`src/rtl/uart_bus_master.sv`:
```
// UART-driven debug bus initiator: 'W'/'R' command frames in,
// one 32-bit mem_valid/mem_ready access, response bytes out.
module uart_bus_master #(
  parameter int unsigned FRAME_TIMEOUT = 2500000,
  parameter int unsigned BUS_TIMEOUT   = 1024
) (
  input  logic        clk,
  input  logic        rst,
  input  logic        rx_received,
  input  logic [7:0]  rx_byte,
  input  logic        rx_error,
  output logic        tx_trigger,
  output logic [7:0]  tx_byte,
  input  logic        tx_busy,
  output logic        mem_valid,
  output logic        mem_instr,
  input  logic        mem_ready,
  output logic [31:0] mem_addr,
  output logic [31:0] mem_wdata,
  output logic [3:0]  mem_wstrb,
  input  logic [31:0] mem_rdata,
  output logic        busy,
  output logic        overrun
);

  localparam logic [31:0] FT = FRAME_TIMEOUT;
  localparam logic [31:0] BT = BUS_TIMEOUT;

  localparam logic [7:0] OP_W  = 8'h57;
  localparam logic [7:0] OP_R  = 8'h52;
  localparam logic [7:0] RSP_K = 8'h4B;
  localparam logic [7:0] RSP_Q = 8'h3F;
  localparam logic [7:0] RSP_E = 8'h45;

  typedef enum logic [2:0] {
    S_IDLE,
    S_ADDR,
    S_DATA,
    S_BUS,
    S_TXS,
    S_TXG,
    S_TXW
  } state_e;

  state_e      state_q, state_d;
  logic        wr_q, wr_d;
  logic [1:0]  cnt_q, cnt_d;
  logic [31:0] addr_q, addr_d;
  logic [31:0] wdata_q, wdata_d;
  logic [31:0] tmo_q, tmo_d;
  logic [31:0] bcnt_q, bcnt_d;
  logic [31:0] rsp_q, rsp_d;
  logic [2:0]  rn_q, rn_d;
  logic        valid_q, valid_d;
  logic        ovr_q, ovr_d;

  always_ff @(posedge clk) begin
    if (rst) begin
      state_q <= S_IDLE;
      wr_q    <= 1'b0;
      cnt_q   <= '0;
      addr_q  <= '0;
      wdata_q <= '0;
      tmo_q   <= '0;
      bcnt_q  <= '0;
      rsp_q   <= '0;
      rn_q    <= '0;
      valid_q <= 1'b0;
      ovr_q   <= 1'b0;
    end else begin
      state_q <= state_d;
      wr_q    <= wr_d;
      cnt_q   <= cnt_d;
      addr_q  <= addr_d;
      wdata_q <= wdata_d;
      tmo_q   <= tmo_d;
      bcnt_q  <= bcnt_d;
      rsp_q   <= rsp_d;
      rn_q    <= rn_d;
      valid_q <= valid_d;
      ovr_q   <= ovr_d;
    end
  end

  always_comb begin
    state_d    = state_q;
    wr_d       = wr_q;
    cnt_d      = cnt_q;
    addr_d     = addr_q;
    wdata_d    = wdata_q;
    tmo_d      = tmo_q;
    bcnt_d     = bcnt_q;
    rsp_d      = rsp_q;
    rn_d       = rn_q;
    valid_d    = valid_q;
    ovr_d      = ovr_q;
    tx_trigger = 1'b0;
    unique case (state_q)
      S_IDLE: begin
        tmo_d = '0;
        if (rx_received) begin
          cnt_d = '0;
          if (rx_byte == OP_W || rx_byte == OP_R) begin
            wr_d    = (rx_byte == OP_W);
            state_d = S_ADDR;
          end else begin
            rsp_d   = {RSP_Q, 24'h0};
            rn_d    = 3'd1;
            state_d = S_TXS;
          end
        end
      end
      S_ADDR, S_DATA: begin
        if (rx_error) begin
          state_d = S_IDLE;
        end else if (rx_received) begin
          tmo_d = '0;
          cnt_d = cnt_q + 2'd1;
          if (state_q == S_ADDR) addr_d  = {addr_q[23:0], rx_byte};
          else                   wdata_d = {wdata_q[23:0], rx_byte};
          if (cnt_q == 2'd3) begin
            if (state_q == S_ADDR && wr_q) begin
              state_d = S_DATA;
            end else begin
              state_d = S_BUS;
              valid_d = 1'b1;
              bcnt_d  = '0;
            end
          end
        end else if (tmo_q + 32'd1 == FT) begin
          state_d = S_IDLE;
        end else begin
          tmo_d = tmo_q + 32'd1;
        end
      end
      S_BUS: begin
        if (valid_q) begin
          if (mem_ready) begin
            valid_d = 1'b0;
            state_d = S_TXS;
            if (wr_q) begin
              rsp_d = {RSP_K, 24'h0};
              rn_d  = 3'd1;
            end else begin
              rsp_d = mem_rdata;
              rn_d  = 3'd4;
            end
          end else if (bcnt_q + 32'd1 == BT) begin
            valid_d = 1'b0;
            rsp_d   = {RSP_E, 24'h0};
            rn_d    = 3'd1;
            state_d = S_TXS;
          end else begin
            bcnt_d = bcnt_q + 32'd1;
          end
        end
      end
      S_TXS: begin
        if (!tx_busy) begin
          tx_trigger = 1'b1;
          state_d    = S_TXG;
        end
      end
      // the UART core raises is_transmitting one cycle after the trigger
      S_TXG: state_d = S_TXW;
      S_TXW: begin
        if (!tx_busy) begin
          rsp_d   = {rsp_q[23:0], 8'h00};
          rn_d    = rn_q - 3'd1;
          state_d = (rn_q == 3'd1) ? S_IDLE : S_TXS;
        end
      end
      default: state_d = S_IDLE;
    endcase
    if (rx_received && (state_q == S_BUS || state_q == S_TXS ||
                        state_q == S_TXG || state_q == S_TXW))
      ovr_d = 1'b1;
  end

  assign mem_valid = valid_q;
  assign mem_instr = 1'b0;
  assign mem_addr  = {addr_q[31:2], 2'b00};
  assign mem_wdata = wdata_q;
  assign mem_wstrb = (valid_q && wr_q) ? 4'hF : 4'h0;
  assign tx_byte   = rsp_q[31:24];
  assign busy      = (state_q != S_IDLE);
  assign overrun   = ovr_q;

endmodule

```
`config.mk`:
```
export PLATFORM = sky130hd
export DESIGN_NAME = uart_bus_master
export DESIGN_NICKNAME = d
export VERILOG_FILES = /design/src/rtl/uart_bus_master.sv
export SDC_FILE = /design/constraint.sdc
export NUM_CORES = 1
export LEC_CHECK = 0
export ABC_AREA = 1
export ABC_CLOCK_PERIOD_IN_PS = 3000
export BUFFER_PORTS_ARGS = -buffer_cell sky130_fd_sc_hd__buf_2
export CORE_MARGIN = 5
export CORE_UTILIZATION = 45
export CTS_BUF_LIST = sky130_fd_sc_hd__clkbuf_8 sky130_fd_sc_hd__clkbuf_16
export DETAILED_ROUTE_END_ITERATION = 10
export GPL_TIMING_DRIVEN = 0
export PLACE_DENSITY_LB_ADDON = 0.1
export SLEW_MARGIN = 20
export SYNTH_ARGS = -nofsm -noshare
export SYNTH_HDL_FRONTEND = slang
export SYNTH_SLANG_ARGS = --single-unit
```
`constraint.sdc`:
```
create_clock -name clk -period 3 [get_ports clk]
set_clock_uncertainty 0.1 [all_clocks]
set_input_delay 0.45 -clock clk [delete_from_list [all_inputs] [get_ports clk]]
set_output_delay 0.45 -clock clk [all_outputs]
set_load 0.005 [all_outputs]
```
Word-level counts from Yosys, hierarchy flattened
Index checks and enable logic that the tools add are counted.
{"block": "totals", "ff_bits": 171, "in_bits": 46, "out_inout_bits": 81, "word_cells": 123}
{"block": "classes", "addsub": 4, "eq_ne": 27, "n_mux": 57, "n_bitwise": 2, "n_reduce_logical": 22}
{"operator": "$mux W32", "count": 17}
{"operator": "$pmux W32 S2", "count": 2}
{"operator": "$pmux W32 S3", "count": 1}
{"operator": "$add A32 B1 Y32 const B", "count": 2}
{"operator": "$mux W3", "count": 19}
{"operator": "$eq A32 B11 Y1 const B", "count": 1}
{"operator": "$eq A32 B22 Y1 const B", "count": 1}
{"operator": "$ne A2 B2 Y1 const B", "count": 11}
{"operator": "$pmux W3 S6", "count": 1}
{"operator": "$eq A8 B7 Y1 const B", "count": 2}
{"operator": "$reduce_and A4 Y1", "count": 3}
{"operator": "$mux W1", "count": 10}
{"operator": "$eq A3 B3 Y1 const B", "count": 3}
{"operator": "$pmux W3 S3", "count": 1}
{"operator": "$ne A4 B4 Y1 const B", "count": 2}
{"operator": "$reduce_and A8 Y1", "count": 1}
{"operator": "$reduce_and A7 Y1", "count": 1}
{"operator": "$eq A3 B1 Y1 const B", "count": 2}
{"operator": "$eq A3 B2 Y1 const B", "count": 2}
{"operator": "$mux W2", "count": 3}
{"operator": "$ne A3 B3 Y1 const B", "count": 2}
{"operator": "$reduce_and A3 Y1", "count": 2}
{"operator": "$reduce_and A6 Y1", "count": 1}
{"operator": "$reduce_bool A3 Y1", "count": 2}
{"operator": "13 further kinds", "count": 20}

Depth between registers and ports, before layout
{"block": "depth", "depth_word": 7, "ltp_mapped": 19, "depth_no_buf": 18}

Least setup slack after synthesis
No wires, ideal clock.
{"block": "synth_path", "kind": "reg2reg", "startpoint": "register bcnt_q[1]", "endpoint": "register rsp_q[3]", "setup_time_ps": 114, "t_arrival_ps": 2210, "t_required_ps": 2786, "setup_slack_ps": 576, "stages_incl_launch_ff": 19, "path_buffers": 2, "period_less_slack_ps": 2424, "path_cell_list": "dfxtp_1 > ha_1 > inv_1 > nor2_4 > nand2_2 > nor2_4 > nand2_1 > nand2_1 > nand2_1 > nor2_1 > nand2_1 > nor2_1 > nand3_1 > nand3_1 > nand3_2 > buf_6 > buf_2 > a21oi_1 > nor2_1"}
{"block": "synth_between", "elab_chain_cells": 4}
{"item": "start: declaration", "line_no": "51", "text": "logic [31:0] bcnt_q, bcnt_d;"}
{"item": "start signal: assignment", "line_no": "77", "text": "bcnt_q <= bcnt_d;"}
{"item": "$add A32 B1 Y32", "line_no": "148", "text": "end else if (bcnt_q + 32'd1 == BT) begin"}
{"item": "$eq A32 B11 Y1", "line_no": "148"}
{"item": "$ne A3 B3 Y1 (no source line)"}
{"item": "$reduce_and A6 Y1 (no source line)"}
{"item": "end signal: assignment", "line_no": "78", "text": "rsp_q <= rsp_d;"}
{"item": "end: declaration", "line_no": "52", "text": "logic [31:0] rsp_q, rsp_d;"}
No other way between the ends.
A chain may end at the register's enable or synchronous reset.

Worst setup path in the final report
{"block": "layout_path", "startpoint": "register bcnt_q[5]", "endpoint": "register rsp_q[9]"}
Same word-level chain as after synthesis.

==> flow_summary.yaml <==
critical_path:
  cp_cell_sequence: "nand2_1, nor2_2, nand2_2, nor2_4, nand2_1, nand2_1, nand2_1, nor2_1, nand2_1, nor2_1, nand3_1, nand2_1, nand2_1, nand2_2, clkbuf_4, nand3_1, nand2_1, nor2_1"
  critPathMaxFanout: 10
  reg2reg_depth: 18
  end_kind: "flip-flop"
  worst-setup-path-type: "flip-flop to flip-flop"
  crit_arrival_ps: 3000
  required_ps: 3240
  startpoint_type: "flip-flop"
  crit_slowest_cell: "dfxtp_1"
  setup.worst_path.start: "bcnt_q[5]"
  path_common_cell: "nand2_1"
  ff2ff_setup_slack_ps: 240
  crit-reg2reg-launch: "bcnt_q[5]"
  cpPeakStageDelay_ps: 420
synthesis:
  ys_ff_latch: 171
  yosysTopAreaCell: "dfxtp_1"
  synthTopCellsByArea: "dfxtp_1 (35%), nand2_1 (16%), nor2_1 (13%), inv_1 (6.0%), a21oi_1 (5.2%)"
  synth_top_area_share_pct: 34.86
  syn_area_um2: 9821
  synthCells: 1594
  ys_types: 40
  seq_area_frac_synth_pct: 34.86
  ys_warn_count: 0
  syn_area_per_cell_um2: 6.161
place:
  port_buffers: 123
  placed_area_um2: 10790
  gp_congestion: 0.8938
  hpwlAfterDp_mm: 21.66
timing:
  finalHoldViolCount: 0
  finalSetupTns_ps: 0
  timing.final.crit_share_pct: 92.05
  slew_viol_final: 0
  fin_crit_ps: 2762
  tightest_slew_ps: 704.0
  finalSetupViolations: 0
  fmax_mhz: 362.1
  worst_slew_margin_rel_pct: 53.06
power:
  power_mw: 10.38
  ir_drop_uv: 465.3
  power.density_nw_per_um2: 898.5
  p_leak_nw: 5.390
floorplanning:
  rows: 54
  die_w_um: 157.7
  core_area_um2: 21690
  initial_core_util_pct: 45.28
  ios: 127
  dieArea_um2: 24880
  die-height_um: 157.7
global_routing:
  grt_max_degree: 22
  grt_pass1_wl_mm: 46.06
  grt_antenna_before_repair: 3
  grt_pass1_vias: 9312
  grt_util_all_layers_pct: 22.79
  gr-total-overflow: 0
clock_network:
  clockRootBuffer: "clkbuf_16"
  htree_levels: 4
  clkLatencyLatePin_ps: 440
  cts.clk_slew.worst_paths_ps: 80
  tritoncts: "built"
  cts-buffers-inserted: 17
  cts.sinks: 171
  hold_buffers: 0
  clockBufferDepth: 2
drt:
  wl_per_cell_um: 13.97
  dr.pass1.iters: 8
  vias: 10020
  dr.first_iter.drc_count: 560
  drc: 0
  wl_mm: 28.48
  ant_nets: 0
  vias_per_cell: 4.918
hold_path:
  worstHoldStart: "mem_rdata[5]"
  hold_depth: 3
  min_path_type: "input pin to flip-flop"
run_status:
  status: "complete, no violations"
job:
  max_cap_viol_count: 0
finish:
  areaGrowthSynthToFinish_pct: 17.58
  stdcell_area_um2: 11550
  final_layout_size_suffix_gt1_share_pct: 15.32
  fin_nets: 1795
## placed cells by master (no fill, tap or decap), drive strengths merged, types with 14 or more instances in the layout
cell,instances
inv,168
nand2,416
a21oi,103
o21ai,91
dfxtp,171
nand3,88
nand4,14
nor2,357
buf,196
clkbuf,60
a22oi,17
nand3b,22
## report_power, final
part           total, mW  internal [mW]  switching [mW]
Combinational       4.58           1.72            2.86
Clock               2.33           1.16            1.17
Sequential          3.47           2.92           0.551
Total               10.4           5.80            4.58
## state kept, by name, summed over array words and instances, names as in the netlist
| signal | count |
|---|---|
| overrun | 1 |
| mem_wdata | 32 |
| tmo_q | 32 |
| mem_valid | 1 |
| cnt_q | 2 |
| rsp_q | 32 |
| bcnt_q | 32 |
| addr_q | 32 |
| rn_q | 3 |
| wr_q | 1 |
| state_q | 3 |
## routing by layer
| layer | global-route usage (%) | wire [um] |
|---|---|---|
| met1 | 29.95 | 13130 |
| met2 | 38.91 | 13650 |
| met3 | 3.827 | 1196 |
| met4 | 5.940 | 488 |
| met5 | 0 | 13 |
## critical path: cells and delay by family, from the launching register on
kind	cells	cell delay, ps
buffers and inverters	1	250
flip-flops	1	420
AND/OR/NAND/NOR	17	1890
## path summary, 6_finish.rpt
kind	to
worst min-delay path	rsp_q[5]
worst max-delay path	rsp_q[9]
worst min register to register	mem_wdata[31]
worst max register to register	rsp_q[9]
## synth_stat cells
master / number
conb_1: 1
nor2_1: 347
nand2_4: 1
nand2_1: 410
inv_1: 156
a21boi_0: 1
nor2_4: 7
a31oi_1: 2
xnor2_1: 2
nand3_1: 87
a211oi_1: 1
a21oi_1: 103
ha_1: 6
nand3b_1: 22
o21ai_0: 80
buf_2: 19
o2111ai_1: 1
a221oi_1: 4
a311oi_1: 1
nor3_2: 2
buf_1: 3
a22oi_1: 17
nand4_1: 13
o22ai_1: 5
dfxtp_1: 171
nand2_2: 5
clkbuf_1: 40
o211a_1: 1
nand4_4: 1
nor3_1: 7
buf_6: 4
nor2_2: 3
nand3_2: 1
o21ai_1: 11
o21bai_1: 3
clkinv_1: 1
xor2_1: 8
or2_2: 1
buf_4: 45
inv_2: 1
## cell type report
type,count,area (um^2)
fill,2288,10140
multi-input combinational,1156,5244
sequential,171,3428
timing repair buffer,128,653.1
buffer,111,649.4
inverter,158,593.1
clock buffer,17,425.4
tap,280,350.3
clock inverter,15,198.9
antenna,2,5.005
## cell families after synthesis
family	count (synthesis)	share of synthesized area, %
DFF	171	34.86
AOI/OAI and AO/OA	230	12.65
buffers and inverters	269	12.55
and+or+nand+nor	907	38.25
other	1	0.03818
adders and majority gates	6	0.7644
xor gates and xnor gates	10	0.8919
## stage by stage
stage                     std cells  utilization, %  setup WS [ps]  hold slack (ps)
final                          2038           53.24          238.5            135.7
after global routing           2038           53.24         -7.154            150.2
after CTS                      2031           52.71          13.07            126.2
after detailed placement       1999           49.77         -122.9            356.4
after global placement         1999           49.77         -121.2            348.2
after floorplan                1596               -          576.2            349.5
## timing repair
item / 4_1_cts / 5_1_grt
setup endpoints to repair: 44 / 103
hold endpoints to repair: 0 / 0
pin swaps: 0 / 5
setup buffers: 0 / 5
resized for setup: 3 / 29
No activity file was read; power rests on OpenSTA's default activity.
